File: src/rtl/uvme_obi_st_arb_pkg.sv
// ---------------------------------------------------------------------------
// uvme_obi_st_arb_pkg
// Shared types and helpers for the OBI self-test round-robin arbiter.
//   uvme_obi_st_arb_state_t   : address-phase FSM states (IDLE, HOLD)
//   UVME_OBI_ST_ARB_GNT_CNT_W : width of each per-master grant counter
//   idx_w()                   : index width for n items (at least 1 bit)
// ---------------------------------------------------------------------------
package uvme_obi_st_arb_pkg;

    typedef enum logic [0:0] {
        IDLE = 1'b0,
        HOLD = 1'b1
    } uvme_obi_st_arb_state_t;

    localparam int UVME_OBI_ST_ARB_GNT_CNT_W = 16;

    function automatic int idx_w(input int n);
        return (n > 1) ? $clog2(n) : 1;
    endfunction

endpackage

File: src/rtl/uvme_obi_st_arb_fifo.sv
// ---------------------------------------------------------------------------
// uvme_obi_st_arb_fifo
// In-order owner-ID FIFO. Remembers which master owns each outstanding
// transaction so that responses can be routed back.
// Ports:
//   clk, reset_n   clock, asynchronous active-low reset (FIFO -> empty)
//   push, push_id  enqueue an owner ID
//   pop            dequeue the head entry
//   full, empty    occupancy flags
//   head_id        owner ID at the head
// A push is accepted while full only if a pop happens in the same cycle.
// ---------------------------------------------------------------------------
module uvme_obi_st_arb_fifo
    import uvme_obi_st_arb_pkg::*;
#(
    parameter int DEPTH = 4,
    parameter int ID_W  = 1
) (
    input  logic            clk,
    input  logic            reset_n,
    input  logic            push,
    input  logic [ID_W-1:0] push_id,
    input  logic            pop,
    output logic            full,
    output logic            empty,
    output logic [ID_W-1:0] head_id
);

    localparam int PTR_W = idx_w(DEPTH);
    localparam int CNT_W = $clog2(DEPTH) + 1;

    logic [ID_W-1:0]  mem_q [DEPTH];
    logic [ID_W-1:0]  mem_d [DEPTH];
    logic [PTR_W-1:0] wr_ptr_q, wr_ptr_d;
    logic [PTR_W-1:0] rd_ptr_q, rd_ptr_d;
    logic [CNT_W-1:0] count_q, count_d;
    logic             do_push, do_pop;

    function automatic logic [PTR_W-1:0] ptr_inc(input logic [PTR_W-1:0] p);
        return (p == PTR_W'(DEPTH - 1)) ? '0 : p + 1'b1;
    endfunction

    assign full    = (count_q == CNT_W'(DEPTH));
    assign empty   = (count_q == '0);
    assign head_id = mem_q[rd_ptr_q];
    assign do_pop  = pop && !empty;
    assign do_push = push && (!full || do_pop);

    always_comb begin
        mem_d    = mem_q;
        wr_ptr_d = wr_ptr_q;
        rd_ptr_d = rd_ptr_q;
        count_d  = count_q;
        if (do_push) begin
            mem_d[wr_ptr_q] = push_id;
            wr_ptr_d        = ptr_inc(wr_ptr_q);
        end
        if (do_pop) begin
            rd_ptr_d = ptr_inc(rd_ptr_q);
        end
        if (do_push && !do_pop) begin
            count_d = count_q + 1'b1;
        end else if (!do_push && do_pop) begin
            count_d = count_q - 1'b1;
        end
    end

    always_ff @(posedge clk or negedge reset_n) begin
        if (!reset_n) begin
            for (int i = 0; i < DEPTH; i++) begin
                mem_q[i] <= '0;
            end
            wr_ptr_q <= '0;
            rd_ptr_q <= '0;
            count_q  <= '0;
        end else begin
            mem_q    <= mem_d;
            wr_ptr_q <= wr_ptr_d;
            rd_ptr_q <= rd_ptr_d;
            count_q  <= count_d;
        end
    end

endmodule

File: src/rtl/uvme_obi_st_arb.sv
// ---------------------------------------------------------------------------
// uvme_obi_st_arb
// Round-robin arbiter sharing one OBI slave port among NUM_MSTRS masters.
// Ports:
//   clk, reset_n                       clock, asynchronous active-low reset
//   m_req/m_gnt                        per-master address handshake
//   m_addr/m_we/m_be/m_wdata           packed per-master A-channel
//   m_rvalid/m_rready                  per-master R handshake
//   m_rdata/m_err                      R data/error, broadcast to all masters
//   s_req/s_gnt, s_addr/s_we/s_be/s_wdata  muxed slave A-channel
//   s_rvalid/s_rready/s_rdata/s_err    slave R-channel
//   proto_err                          sticky: response with nothing outstanding
//   gnt_cnt (UVME_OBI_ST_ARB_GNT_CNT_EN only) per-master saturating grant counts
//
// state | meaning
// IDLE  | pick a requester combinationally, grant same cycle if slave ready
// HOLD  | slave stalled; keep the latched master's request stable until s_gnt
// ---------------------------------------------------------------------------
module uvme_obi_st_arb
    import uvme_obi_st_arb_pkg::*;
#(
    parameter int NUM_MSTRS       = 2,
    parameter int ADDR_WIDTH      = 32,
    parameter int DATA_WIDTH      = 32,
    parameter int MAX_OUTSTANDING = 4
) (
    input  logic                             clk,
    input  logic                             reset_n,
    input  logic [NUM_MSTRS-1:0]             m_req,
    output logic [NUM_MSTRS-1:0]             m_gnt,
    input  logic [NUM_MSTRS*ADDR_WIDTH-1:0]  m_addr,
    input  logic [NUM_MSTRS-1:0]             m_we,
    input  logic [NUM_MSTRS*DATA_WIDTH/8-1:0] m_be,
    input  logic [NUM_MSTRS*DATA_WIDTH-1:0]  m_wdata,
    output logic [NUM_MSTRS-1:0]             m_rvalid,
    input  logic [NUM_MSTRS-1:0]             m_rready,
    output logic [DATA_WIDTH-1:0]            m_rdata,
    output logic                             m_err,
    output logic                             s_req,
    input  logic                             s_gnt,
    output logic [ADDR_WIDTH-1:0]            s_addr,
    output logic                             s_we,
    output logic [DATA_WIDTH/8-1:0]          s_be,
    output logic [DATA_WIDTH-1:0]            s_wdata,
    input  logic                             s_rvalid,
    output logic                             s_rready,
    input  logic [DATA_WIDTH-1:0]            s_rdata,
    input  logic                             s_err,
    output logic                             proto_err
`ifdef UVME_OBI_ST_ARB_GNT_CNT_EN
    ,
    output logic [NUM_MSTRS*UVME_OBI_ST_ARB_GNT_CNT_W-1:0] gnt_cnt
`endif
);

    localparam int ID_W = idx_w(NUM_MSTRS);
    localparam int BE_W = DATA_WIDTH / 8;

    uvme_obi_st_arb_state_t state_q, state_d;
    logic [ID_W-1:0] rr_ptr_q, rr_ptr_d;
    logic [ID_W-1:0] hold_sel_q, hold_sel_d;
    logic [ID_W-1:0] arb_sel, sel, cand, head_id;
    logic            arb_found, fifo_full, fifo_empty, push, pop;
    logic            proto_err_q, proto_err_d;

    // Cyclic search starting at rr_ptr; cand walks rr_ptr, rr_ptr+1, ... mod N.
    always_comb begin
        arb_found = 1'b0;
        arb_sel   = '0;
        cand      = rr_ptr_q;
        for (int k = 0; k < NUM_MSTRS; k++) begin
            for (int i = 0; i < NUM_MSTRS; i++) begin
                if (!arb_found && m_req[i] && (cand == ID_W'(i))) begin
                    arb_found = 1'b1;
                    arb_sel   = cand;
                end
            end
            cand = (cand == ID_W'(NUM_MSTRS - 1)) ? '0 : cand + 1'b1;
        end
    end

    always_comb begin
        state_d    = state_q;
        hold_sel_d = hold_sel_q;
        sel        = arb_sel;
        s_req      = 1'b0;
        unique case (state_q)
            IDLE: begin
                // A pop in this cycle frees a slot, so a full FIFO can still accept.
                s_req = arb_found && (!fifo_full || pop);
                if (s_req && !s_gnt) begin
                    state_d    = HOLD;
                    hold_sel_d = arb_sel;
                end
            end
            HOLD: begin
                sel   = hold_sel_q;
                s_req = 1'b1;
                if (s_gnt) begin
                    state_d = IDLE;
                end
            end
            default: state_d = IDLE;
        endcase
        // Keeps the slave request low while reset is held, independent of inputs.
        s_req = s_req && reset_n;
    end

    assign push     = s_req && s_gnt;
    assign rr_ptr_d = !push ? rr_ptr_q
                    : (sel == ID_W'(NUM_MSTRS - 1)) ? '0 : sel + 1'b1;

    always_comb begin
        m_gnt   = '0;
        s_addr  = '0;
        s_we    = 1'b0;
        s_be    = '0;
        s_wdata = '0;
        for (int i = 0; i < NUM_MSTRS; i++) begin
            if (sel == ID_W'(i)) begin
                m_gnt[i] = push;
                s_addr   = m_addr[i*ADDR_WIDTH +: ADDR_WIDTH];
                s_we     = m_we[i];
                s_be     = m_be[i*BE_W +: BE_W];
                s_wdata  = m_wdata[i*DATA_WIDTH +: DATA_WIDTH];
            end
        end
    end

    // With nothing outstanding the slave is always ready so a stray response
    // drains immediately and only flags proto_err.
    always_comb begin
        s_rready = fifo_empty;
        m_rvalid = '0;
        for (int i = 0; i < NUM_MSTRS; i++) begin
            if (!fifo_empty && (head_id == ID_W'(i))) begin
                m_rvalid[i] = s_rvalid;
                s_rready    = m_rready[i];
            end
        end
    end

    assign pop         = s_rvalid && s_rready && !fifo_empty;
    assign proto_err_d = proto_err_q || (s_rvalid && fifo_empty);
    assign proto_err   = proto_err_q;
    assign m_rdata     = s_rdata;
    assign m_err       = s_err;

    uvme_obi_st_arb_fifo #(
        .DEPTH (MAX_OUTSTANDING),
        .ID_W  (ID_W)
    ) u_fifo (
        .clk     (clk),
        .reset_n (reset_n),
        .push    (push),
        .push_id (sel),
        .pop     (pop),
        .full    (fifo_full),
        .empty   (fifo_empty),
        .head_id (head_id)
    );

    always_ff @(posedge clk or negedge reset_n) begin
        if (!reset_n) begin
            state_q     <= IDLE;
            rr_ptr_q    <= '0;
            hold_sel_q  <= '0;
            proto_err_q <= 1'b0;
        end else begin
            state_q     <= state_d;
            rr_ptr_q    <= rr_ptr_d;
            hold_sel_q  <= hold_sel_d;
            proto_err_q <= proto_err_d;
        end
    end

`ifdef UVME_OBI_ST_ARB_GNT_CNT_EN
    logic [NUM_MSTRS-1:0][UVME_OBI_ST_ARB_GNT_CNT_W-1:0] gnt_cnt_q, gnt_cnt_d;

    always_comb begin
        gnt_cnt_d = gnt_cnt_q;
        for (int i = 0; i < NUM_MSTRS; i++) begin
            if (m_gnt[i] && (gnt_cnt_q[i] != '1)) begin
                gnt_cnt_d[i] = gnt_cnt_q[i] + 1'b1;
            end
        end
    end

    always_ff @(posedge clk or negedge reset_n) begin
        if (!reset_n) begin
            gnt_cnt_q <= '0;
        end else begin
            gnt_cnt_q <= gnt_cnt_d;
        end
    end

    assign gnt_cnt = gnt_cnt_q;
`else
    // Grant statistics compiled out; no counters exist in this build.
`endif

endmodule

File: config.mk
export PLATFORM = sky130hd
export DESIGN_NAME = uvme_obi_st_arb
export DESIGN_NICKNAME = d
export VERILOG_FILES = /design/src/rtl/uvme_obi_st_arb_pkg.sv /design/src/rtl/uvme_obi_st_arb_fifo.sv /design/src/rtl/uvme_obi_st_arb.sv
export SDC_FILE = /design/constraint.sdc
export NUM_CORES = 1
export LEC_CHECK = 0
export CORE_AREA = 4 4 109 111
export CTS_BUF_LIST = sky130_fd_sc_hd__clkbuf_4 sky130_fd_sc_hd__clkbuf_8 sky130_fd_sc_hd__clkbuf_16
export DETAILED_ROUTE_END_ITERATION = 12
export DIE_AREA = 0 0 113 115
export PLACE_DENSITY = 0.74
export SYNTH_ARGS = -nofsm -noshare
export SYNTH_HDL_FRONTEND = slang
export SYNTH_SLANG_ARGS = --single-unit
File: constraint.sdc
create_clock -name clk -period 6.9 [get_ports clk]
set_clock_uncertainty 0.15 [all_clocks]
set_input_delay 1.035 -clock clk [delete_from_list [all_inputs] [get_ports clk]]
set_output_delay 1.035 -clock clk [all_outputs]
set_load 0.05 [all_outputs]
==> results.sh <==
export IMPL_die_h_um=115
export IMPL_core_area_um2=10800
export IMPL_cts_setup_buffers=0
export IMPL_p_switching_mw=0.651
export IMPL_synthArstFlopShare_pct=100
export IMPL_port_buffer_count=221
export IMPL_yosysUniqueCellTypes=29
export IMPL_max_freq_mhz=198
export IMPL_finalHoldViolCount=0
export IMPL_crit_end="s_addr[7]"
export IMPL_pwr_share_comb_pct=80.9
export IMPL_fin_crit_ps=5050
export IMPL_status="complete, no violations"
export IMPL_mostFrequentLayoutCells="clkdlybuf4s50_1, mux2_2, dfrtp_1"
export IMPL_synth_area_leaders="mux2_2, dfrtp_1, buf_4"
export IMPL_hpwl_um=9000
export IMPL_gp_congestion=0.873
export IMPL_period_share_pct=73.2
export IMPL_multiInputGateArea_um2=1250
export IMPL_swShare_pct=52.2
export IMPL_final_area_um2=4120
export IMPL_synth_edf_count=0
export IMPL_yosysSeqAreaShare_pct=19.3
export IMPL_r2r_start="u_fifo.rd_ptr_q[0]"
export IMPL_cts_path_max_buffers=2
export IMPL_syn_to_final_growth_pct=112
export IMPL_drc=0
export IMPL_critPathRequiredTime_ps=5710
export IMPL_p_int_mw=0.595
export IMPL_rows=38
export IMPL_setup_violations=0
export IMPL_worstSetupPathType="input port to output pin"
export IMPL_critPathLaunchType="input port"
export IMPL_final_cell_count_no_fill=518
export IMPL_clkSlewWorstSetupHoldPaths_ps=60
export IMPL_dp_cells=514
export IMPL_vdd_drop_max_uv=279
export IMPL_reg2reg_setup_slack_ps=3750
export IMPL_cp_end_kind="output pin"
export IMPL_critPathMaxFanout=54
export IMPL_via_per_inst=4.14
export IMPL_dpl_cell_area_um2=4070
export IMPL_fin_tns_setup_ps=0
export IMPL_cap_violations=0
export IMPL_root_buffer="clkbuf_8"
export IMPL_regArea_um2=375
export IMPL_clock_sinks=15
export IMPL_grt_overflow=0
export IMPL_ctsHoldBuffers=0
export IMPL_first_global_vias=2404
export IMPL_diodes=0
export IMPL_cellLeakagePower_nw=1.59
export IMPL_h_tree_depth=1
export IMPL_io_pins=288
export IMPL_relSlewSlack_pct=49.9
export IMPL_tritoncts="yes"
export IMPL_grt_pass1_wl_um=14700
export IMPL_grt_antenna_before_repair=0
export IMPL_synthFlopType="dfrtp_1"
export IMPL_drive_above_1_share_pct=23.0
export IMPL_synth_area_per_cell_um2=10.0
export IMPL_routed_wl_um=10300
export IMPL_fp_dieArea_um2=13000
export IMPL_die_x_um=113
export IMPL_layout_nets=565
export IMPL_synth_warnings=0
export IMPL_clock_power_share_pct=5.8
export IMPL_initial_core_util_pct=18.0
export IMPL_slew_violations=0
export IMPL_ys_seq_elements=15
export IMPL_clk_latency_ps=240
export IMPL_r2r_end="u_fifo.count_q[2]"
export IMPL_yosysTopAreaCell="mux2_2"
export IMPL_final_common_cell="clkdlybuf4s50_1"
export IMPL_grt_max_degree=55
export IMPL_seq_power_share_pct=13.3
export IMPL_ff2ff_path_depth=11
export IMPL_worst_pin_slew_ps=749
export IMPL_powerDensity_nw_per_um2=303
export IMPL_rsz0062_at_grt="false"
export IMPL_syn_num_nets=380
export IMPL_hold_path_class="flip-flop to flip-flop"
export IMPL_holdWs_ps=331
export IMPL_cts_resized=0
export IMPL_grt_usage_pct=14.7
export IMPL_nFillCells=1070
export IMPL_netlist_area_um2=1940
export IMPL_drt_pass1_iterations=4
export IMPL_arrival_ps=3860
export IMPL_dr_first_iter_drc_count=59
export IMPL_syn_inst=194
export IMPL_synth_top_area_share_pct=45.2
export IMPL_route_antenna_remaining_nets=0
export IMPL_startpoint="m_req[1]"
export IMPL_wl_per_cell_um=19.8
export IMPL_vias=2143
export IMPL_cts_made_buffers=3
## worst max-delay path, cell delays in order
cell and delay (ps):
clkdlybuf4s50_1 480, o21ai_0 170, o21ai_4 630, buf_12 330, mux2_2 450, clkdlybuf4s50_1 740
## worst min-delay path by stage
stage / from / to / depth (start not counted)
final: proto_err / proto_err / 1
after global routing: proto_err / proto_err / 1
after CTS: proto_err / proto_err / 1
after detailed placement: proto_err / proto_err / 1
after global placement: proto_err / proto_err / 1
after floorplan: u_fifo.count_q[2] / u_fifo.count_q[2] / 1
## synth_stat cells (2+ instances only)
| library cell | number |
|---|---|
| inv_1 | 8 |
| dfrtp_1 | 15 |
| nor2_1 | 12 |
| o21ai_0 | 2 |
| a21oi_1 | 2 |
| buf_2 | 5 |
| or3_1 | 2 |
| nand2_1 | 10 |
| xor2_1 | 2 |
| ha_1 | 6 |
| buf_4 | 33 |
| clkbuf_1 | 3 |
| mux2_2 | 78 |
## per-stage QoR
stage | utilization, % | power (mW) | setup slack [ps]
2_1_floorplan | - | 0.876 | 2840
3_3_place_gp | 37.7 | 1.17 | 1850
3_5_place_dp | 37.7 | 1.18 | 1810
4_1_cts | 38.1 | 1.26 | 1800
5_1_grt | 38.1 | 1.32 | 1690
6_report | 38.1 | 1.25 | 1850
## flip-flops by register name, summed over array words and instances, names as in the netlist
register and count:
u_fifo.mem_q 4, u_fifo.count_q 3, u_fifo.rd_ptr_q 2, u_fifo.wr_ptr_q 2
hold_sel_q 1, proto_err 1, rr_ptr_q 1, state_q 1
## layer usage
metal	share of wire, %	vias to the layer above	track usage, %
met5	0	-	0
met1	43	987	20.1
met3	11	4	5.05
met2	46	140	23.5
li1	-	1012	-
met4	0.41	0	1.36
## kinds of logic (layout without fill, tap and decap cells)
family,Yosys count,in the layout,synth area share [%]
AOI/OAI and AO/OA,11,11,4.63
xor gates and xnor gates,3,3,1.35
adders and majority gates,7,7,4.89
buffers and inverters,50,234,16.7
DFF,15,15,19.3
muxes,80,80,46.8
and+or+nand+nor,28,28,6.24
## power by group through the flow
stage / combinational [mW] / sequential, mW / clock, mW
after floorplan: 0.710 / 0.166 / 0
after global placement: 1.01 / 0.164 / 0
after detailed placement: 1.02 / 0.167 / 0
after CTS: 1.02 / 0.166 / 0.0744
after global routing: 1.07 / 0.173 / 0.0796
final: 1.01 / 0.165 / 0.0723
## layout make-up
| cell class | instances | share of cell area [%] |
|---|---|---|
| repair buffers | 222 | 54.2 |
| multi-input cells | 129 | 30.5 |
| flip-flops and latches | 15 | 9.12 |
| well taps | 140 | 4.26 |
| clock buffers | 4 | 1.19 |
| inverters | 8 | 0.729 |
No activity file was read; power rests on OpenSTA's default activity.
